[src/rtl/dma_ch_regs.sv]
// Per-channel DMA register file: SRC/DST/SIZE/CTRL/STATUS registers, a two-state
// channel FSM with start/abort pulses, status capture and a level interrupt.
module dma_ch_regs #(
  parameter int unsigned NUM_CH = 4,
  parameter int unsigned DATA_W = 32
) (
  input  logic                     clk,
  input  logic                     rst,
  input  logic [5:0]               addr,
  input  logic [DATA_W-1:0]        din,
  input  logic                     write_en,
  input  logic                     read_en,
  output logic [DATA_W-1:0]        dout,
  output logic [NUM_CH*DATA_W-1:0] src_addr,
  output logic [NUM_CH*DATA_W-1:0] dst_addr,
  output logic [NUM_CH*DATA_W-1:0] transfer_size,
  output logic [NUM_CH-1:0]        start,
  output logic [NUM_CH-1:0]        abort,
  output logic [NUM_CH-1:0]        busy,
  input  logic [NUM_CH-1:0]        ch_done,
  input  logic [NUM_CH-1:0]        ch_err,
  output logic                     irq
);
  localparam int unsigned CH_W  = 3;
  localparam int unsigned OFF_W = 3;

  localparam logic [OFF_W-1:0] OFF_SRC    = 3'd0;
  localparam logic [OFF_W-1:0] OFF_DST    = 3'd1;
  localparam logic [OFF_W-1:0] OFF_SIZE   = 3'd2;
  localparam logic [OFF_W-1:0] OFF_CTRL   = 3'd3;
  localparam logic [OFF_W-1:0] OFF_STATUS = 3'd4;

  typedef enum logic {
    ST_IDLE   = 1'b0,
    ST_ACTIVE = 1'b1
  } ch_state_e;

  logic [CH_W-1:0]  ch_sel;
  logic [OFF_W-1:0] off_sel;

  ch_state_e [NUM_CH-1:0]              state_q, state_d;
  logic [NUM_CH-1:0][DATA_W-1:0]       src_q, src_d;
  logic [NUM_CH-1:0][DATA_W-1:0]       dst_q, dst_d;
  logic [NUM_CH-1:0][DATA_W-1:0]       size_q, size_d;
  logic [NUM_CH-1:0]                   irq_en_q, irq_en_d;
  logic [NUM_CH-1:0]                   done_q, done_d;
  logic [NUM_CH-1:0]                   err_q, err_d;
  logic [NUM_CH-1:0]                   start_q, start_d;
  logic [NUM_CH-1:0]                   abort_q, abort_d;
  logic [DATA_W-1:0]                   dout_q, dout_d;
  logic                                irq_q, irq_d;
  logic [DATA_W-1:0]                   rdata_c;

  logic act, wr_ch, set_done, set_err;

  assign ch_sel  = addr[5:3];
  assign off_sel = addr[2:0];

  assign src_addr      = src_q;
  assign dst_addr      = dst_q;
  assign transfer_size = size_q;
  assign start         = start_q;
  assign abort         = abort_q;
  assign dout          = dout_q;
  assign irq           = irq_q;

  always_comb begin
    busy = '0;
    for (int unsigned i = 0; i < NUM_CH; i++) begin
      busy[i] = (state_q[i] == ST_ACTIVE);
    end
  end

  // Channel FSMs, register writes and status capture; hardware sets win over W1C.
  always_comb begin
    state_d  = state_q;
    src_d    = src_q;
    dst_d    = dst_q;
    size_d   = size_q;
    irq_en_d = irq_en_q;
    done_d   = done_q;
    err_d    = err_q;
    start_d  = '0;
    abort_d  = '0;
    act      = 1'b0;
    wr_ch    = 1'b0;
    set_done = 1'b0;
    set_err  = 1'b0;
    for (int unsigned i = 0; i < NUM_CH; i++) begin
      act      = (state_q[i] == ST_ACTIVE);
      wr_ch    = write_en && (ch_sel == CH_W'(i));
      set_done = act && ch_done[i];
      set_err  = act && ch_err[i];
      if (set_done || set_err) begin
        state_d[i] = ST_IDLE;
      end
      if (wr_ch) begin
        case (off_sel)
          OFF_SRC:  if (!act) src_d[i] = din;
          OFF_DST:  if (!act) dst_d[i] = din;
          OFF_SIZE: if (!act) size_d[i] = din;
          OFF_CTRL: begin
            irq_en_d[i] = din[1];
            if (din[0] && !act) begin
              if (size_q[i] != '0) begin
                start_d[i] = 1'b1;
                state_d[i] = ST_ACTIVE;
              end else begin
                set_err = 1'b1;
              end
            end
            if (din[2] && act) begin
              abort_d[i] = 1'b1;
              state_d[i] = ST_IDLE;
              set_err    = 1'b1;
            end
          end
          OFF_STATUS: begin
            if (din[1]) done_d[i] = 1'b0;
            if (din[2]) err_d[i]  = 1'b0;
          end
          default: ;
        endcase
      end
      if (set_done) done_d[i] = 1'b1;
      if (set_err)  err_d[i]  = 1'b1;
    end
    irq_d = |(irq_en_q & (done_q | err_q));
  end

  // Read mux samples pre-write state; unmapped offsets and channels read zero.
  always_comb begin
    rdata_c = '0;
    for (int unsigned i = 0; i < NUM_CH; i++) begin
      if (ch_sel == CH_W'(i)) begin
        case (off_sel)
          OFF_SRC:  rdata_c = src_q[i];
          OFF_DST:  rdata_c = dst_q[i];
          OFF_SIZE: rdata_c = size_q[i];
          OFF_CTRL: rdata_c[1] = irq_en_q[i];
          OFF_STATUS: begin
            rdata_c[0] = (state_q[i] == ST_ACTIVE);
            rdata_c[1] = done_q[i];
            rdata_c[2] = err_q[i];
          end
          default: ;
        endcase
      end
    end
    dout_d = read_en ? rdata_c : dout_q;
  end

  always_ff @(posedge clk or posedge rst) begin
    if (rst) begin
      for (int unsigned i = 0; i < NUM_CH; i++) begin
        state_q[i] <= ST_IDLE;
      end
      src_q    <= '0;
      dst_q    <= '0;
      size_q   <= '0;
      irq_en_q <= '0;
      done_q   <= '0;
      err_q    <= '0;
      start_q  <= '0;
      abort_q  <= '0;
      dout_q   <= '0;
      irq_q    <= 1'b0;
    end else begin
      state_q  <= state_d;
      src_q    <= src_d;
      dst_q    <= dst_d;
      size_q   <= size_d;
      irq_en_q <= irq_en_d;
      done_q   <= done_d;
      err_q    <= err_d;
      start_q  <= start_d;
      abort_q  <= abort_d;
      dout_q   <= dout_d;
      irq_q    <= irq_d;
    end
  end

endmodule

[config.mk]
export PLATFORM = sky130hd
export DESIGN_NAME = dma_ch_regs
export DESIGN_NICKNAME = d
export VERILOG_FILES = /design/src/rtl/dma_ch_regs.sv
export SDC_FILE = /design/constraint.sdc
export NUM_CORES = 1
export LEC_CHECK = 0
export BUFFER_PORTS_ARGS = -buffer_cell sky130_fd_sc_hd__buf_2
export CAP_MARGIN = 20
export CORE_ASPECT_RATIO = 0.75
export CORE_MARGIN = 2
export CORE_UTILIZATION = 54
export DETAILED_ROUTE_END_ITERATION = 8
export MAX_ROUTING_LAYER = met4
export PLACE_DENSITY = 0.8
export RECOVER_POWER = 100
export SETUP_SLACK_MARGIN = 0.2
export SYNTH_ARGS = -nofsm -noshare
export SYNTH_HDL_FRONTEND = slang
export SYNTH_SLANG_ARGS = --single-unit
[constraint.sdc]
create_clock -name clk -period 22.9 [get_ports clk]
set_input_delay 6.87 -clock clk [delete_from_list [all_inputs] [get_ports clk]]
set_output_delay 6.87 -clock clk [all_outputs]
set_load 0.01 [all_outputs]
==> out/metrics.cfg <==
[layout]
regArea_um2 = 11000
multiInputGateArea_um2 = 8910
num-fill-cells = 3145
drive_above_1_share_pct = 28.5
syn2layout_area_growth_pct = 16.4
stdcell_area_um2 = 24100
fin_nets = 2091

[clocking]
cts.path.max_buffers = 3
postCtsResizedCells = 0
post_cts_buffers = 0
cts-root-buf = clkbuf_16
clk_transition_reported_paths_ps = 70
holdBufCountCts = 0
clk_latency_ps = 560
numCtsBuffers = 44
cts_max_level = 2
cts_num_sinks = 441
cts_tree = built

[synthesis]
synthArstFlopShare_pct = 100
syn_nets = 1677
ys_types = 60
avgSynthCellArea_um2 = 12.7
synth_edf_count = 0
synthCells = 1627
synth_seq_area_share_pct = 53.3
ys_warn_count = 0
synth-seq-cells = 441
synthesis.area_um2 = 20700
ys.flop_type = dfrtp_1

[worst_setup_path]
required_ps = 23350
cp_common_cell = clkbuf_1
worst-path-max-fanout = 62
cp_cell_sequence = buf_2 -> clkbuf_1 -> nor2b_1 -> clkbuf_1 -> clkbuf_1 -> a22oi_1 -> o22ai_1 -> a21oi_1 -> o21ai_0
reg2reg_depth = 4
worstSetupStartpointType = input port
arrival_ps = 15230
critical_path_buf_inv_count = 4
crit_type = in2reg
slowest_stage = clkbuf_1
max_stage_delay_ps = 2660
end_kind = flop
rrSetupSlack_ps = 18700
cpLargestDelayFamily = buffers and inverters
r2r-start = busy[0]
timing.rr.end = src_addr[26]

[die]
io_pins = 479
start_util_pct = 54.5
fp.coreArea_um2 = 38000
dieHeight_um = 174
rows = 62
fp.dieW_um = 230
die_area_um2 = 40000

[timing]
setup_viol = 0
worst_pin_slew_ps = 5250
tns_ps = 0
finalCriticalPeriod_ps = 14780
hold_viol_final = 0
fmax_mhz = 67.6
rsz0062_at_grt = no
slew_violations = 828
worst_clock_skew_ps = 21.4
max_slew_margin_pct = -252
layout_worst_path_cycle_share_pct = 64.6

[job]
drv_cap = 25

[drt]
drc = 0
dr.first_iter.drc_count = 2082
drtPass1Iterations = 6
routed_wl_um = 74500
ant_nets = 0
vias_per_cell = 6.48
vias = 16700
avgRoutedWirePerCell_um = 28.8

[power_and_ir_drop]
p_per_area_nw_per_um2 = 88.0
ir_drop_v = 0.0000559
p_leak_uw = 0.0107

[grt]
grt_use_total_pct = 37.7
grt_pass1_vias = 16600
grt_pass1_wl_um = 110000
overflow = 0
antenna_found_initial = 2
grt_max_degree = 164

[min_path]
worstHoldPathCells = 2
hold_end = dout[23]
hp-class = reg2reg
worstHoldStart = dout[23]

[placed_design]
place_congestion = 0.937
portBuffers = 478
place_hpwl_um = 50800
dpl_cell_area_um2 = 23300

[outcome]
violations = max-capacitance violations, max-slew violations
status = complete, but fails checks

## per-stage QoR
step	hold WS, ps	utilization (%)	instances	worst slack (ps)	total power (µW)
after floorplan	475	-	1627	3740	1190
after global placement	464	61.3	2502	12790	1380
after detailed placement	471	61.4	2504	12680	1390
after CTS	487	65.3	2579	13270	2140
after global routing	519	63.4	2583	6830	2190
final	495	63.4	2583	8120	2120
## cell type report
cell class | instances | area share, %
Sequential cell | 441 | 45.8
Multi-Input combinational cell | 1040 | 37.0
Timing Repair Buffer | 507 | 8.36
Clock buffer | 63 | 5.41
Tap cell | 512 | 2.66
Clock inverter | 12 | 0.706
Inverter | 7 | 0.114
Antenna cell | 1 | 0.0104
## worst register-to-register path: cells and delay by family, from the launching register on
family        cells  cell delay (ps)
simple gates      2             1810
flops             1              490
mux               1              480
buf+inv           1             1300
## logic make-up after synthesis
logic type	Yosys count	share of synthesized area, %
AO/OA/AOI/OAI	302	9.66
buffers and inverters	146	3.62
flip-flops	441	53.3
multiplexers	516	27.9
AND/OR/NAND/NOR	222	5.58
## where the power goes
group	internal [µW]	total [µW]	switching, µW
sequential	875	977	102
clock	440	750	310
combinational	159	393	234
total	1470	2120	646
## state kept, by name, indices dropped and copies added (netlist names)
signal	count
abort	4
act	1
busy	3
done_q	4
dout	32
dst_addr	128
err_q	4
irq	1
irq_en_q	4
src_addr	128
start	4
transfer_size	128
## cell usage in the layout, fill, tap and decap left out, drive strengths merged, types with 7 or more instances in the layout
master / synthesis / layout
clkbuf: 61 / 512
mux2: 473 / 473
dfrtp: 441 / 441
a22oi: 75 / 75
nor2: 67 / 67
o21ai: 66 / 66
a21oi: 62 / 62
buf: 78 / 58
nand2: 53 / 53
mux2i: 42 / 42
nor4: 32 / 32
a2bb2oi: 30 / 30
o22ai: 27 / 27
nand3: 19 / 19
a221oi: 10 / 10
nand4: 9 / 9
inv: 6 / 7
## per-layer routing
layer	wire, µm	part of all wire [%]	up-vias	global-route usage (%)
met4	3070	4.1	0	13.3
li1	-	-	6853	-
met3	8180	11	212	10.3
met2	32800	44	1094	53.5
met5	0	0	-	-
met1	30500	41	8589	52.3
## cell usage after synthesis, types with 8 or more instances
cell type / number / area share, %
a21oi_1: 62 / 1.5
a221oi_1: 10 / 0.42
a22oi_1: 75 / 2.7
a2bb2oi_1: 30 / 1.3
buf_2: 29 / 0.70
buf_4: 42 / 1.5
clkbuf_1: 61 / 1.1
dfrtp_1: 441 / 53
mux2_1: 26 / 1.4
mux2_2: 447 / 24
mux2i_1: 42 / 2.0
nand2_1: 53 / 0.96
nand3_1: 19 / 0.46
nand4_1: 9 / 0.27
nor2_1: 56 / 1.0
nor2_2: 8 / 0.24
nor4_1: 32 / 0.97
o21ai_0: 65 / 1.6
o22ai_1: 27 / 0.82
## worst max-delay path by stage
stage,from,to,slack (ps),cells past startpoint
CTS,addr[1],dst_addr[50],13270,7
finish,addr[1],dout[9],8120,9
global placement,addr[1],dst_addr[75],12790,6
floorplan,rst,abort[0],3740,1
detailed placement,addr[1],dst_addr[54],12680,7
global route,rst,dst_addr[34],6830,5
Note: power is estimated with default switching activity, not from simulation.
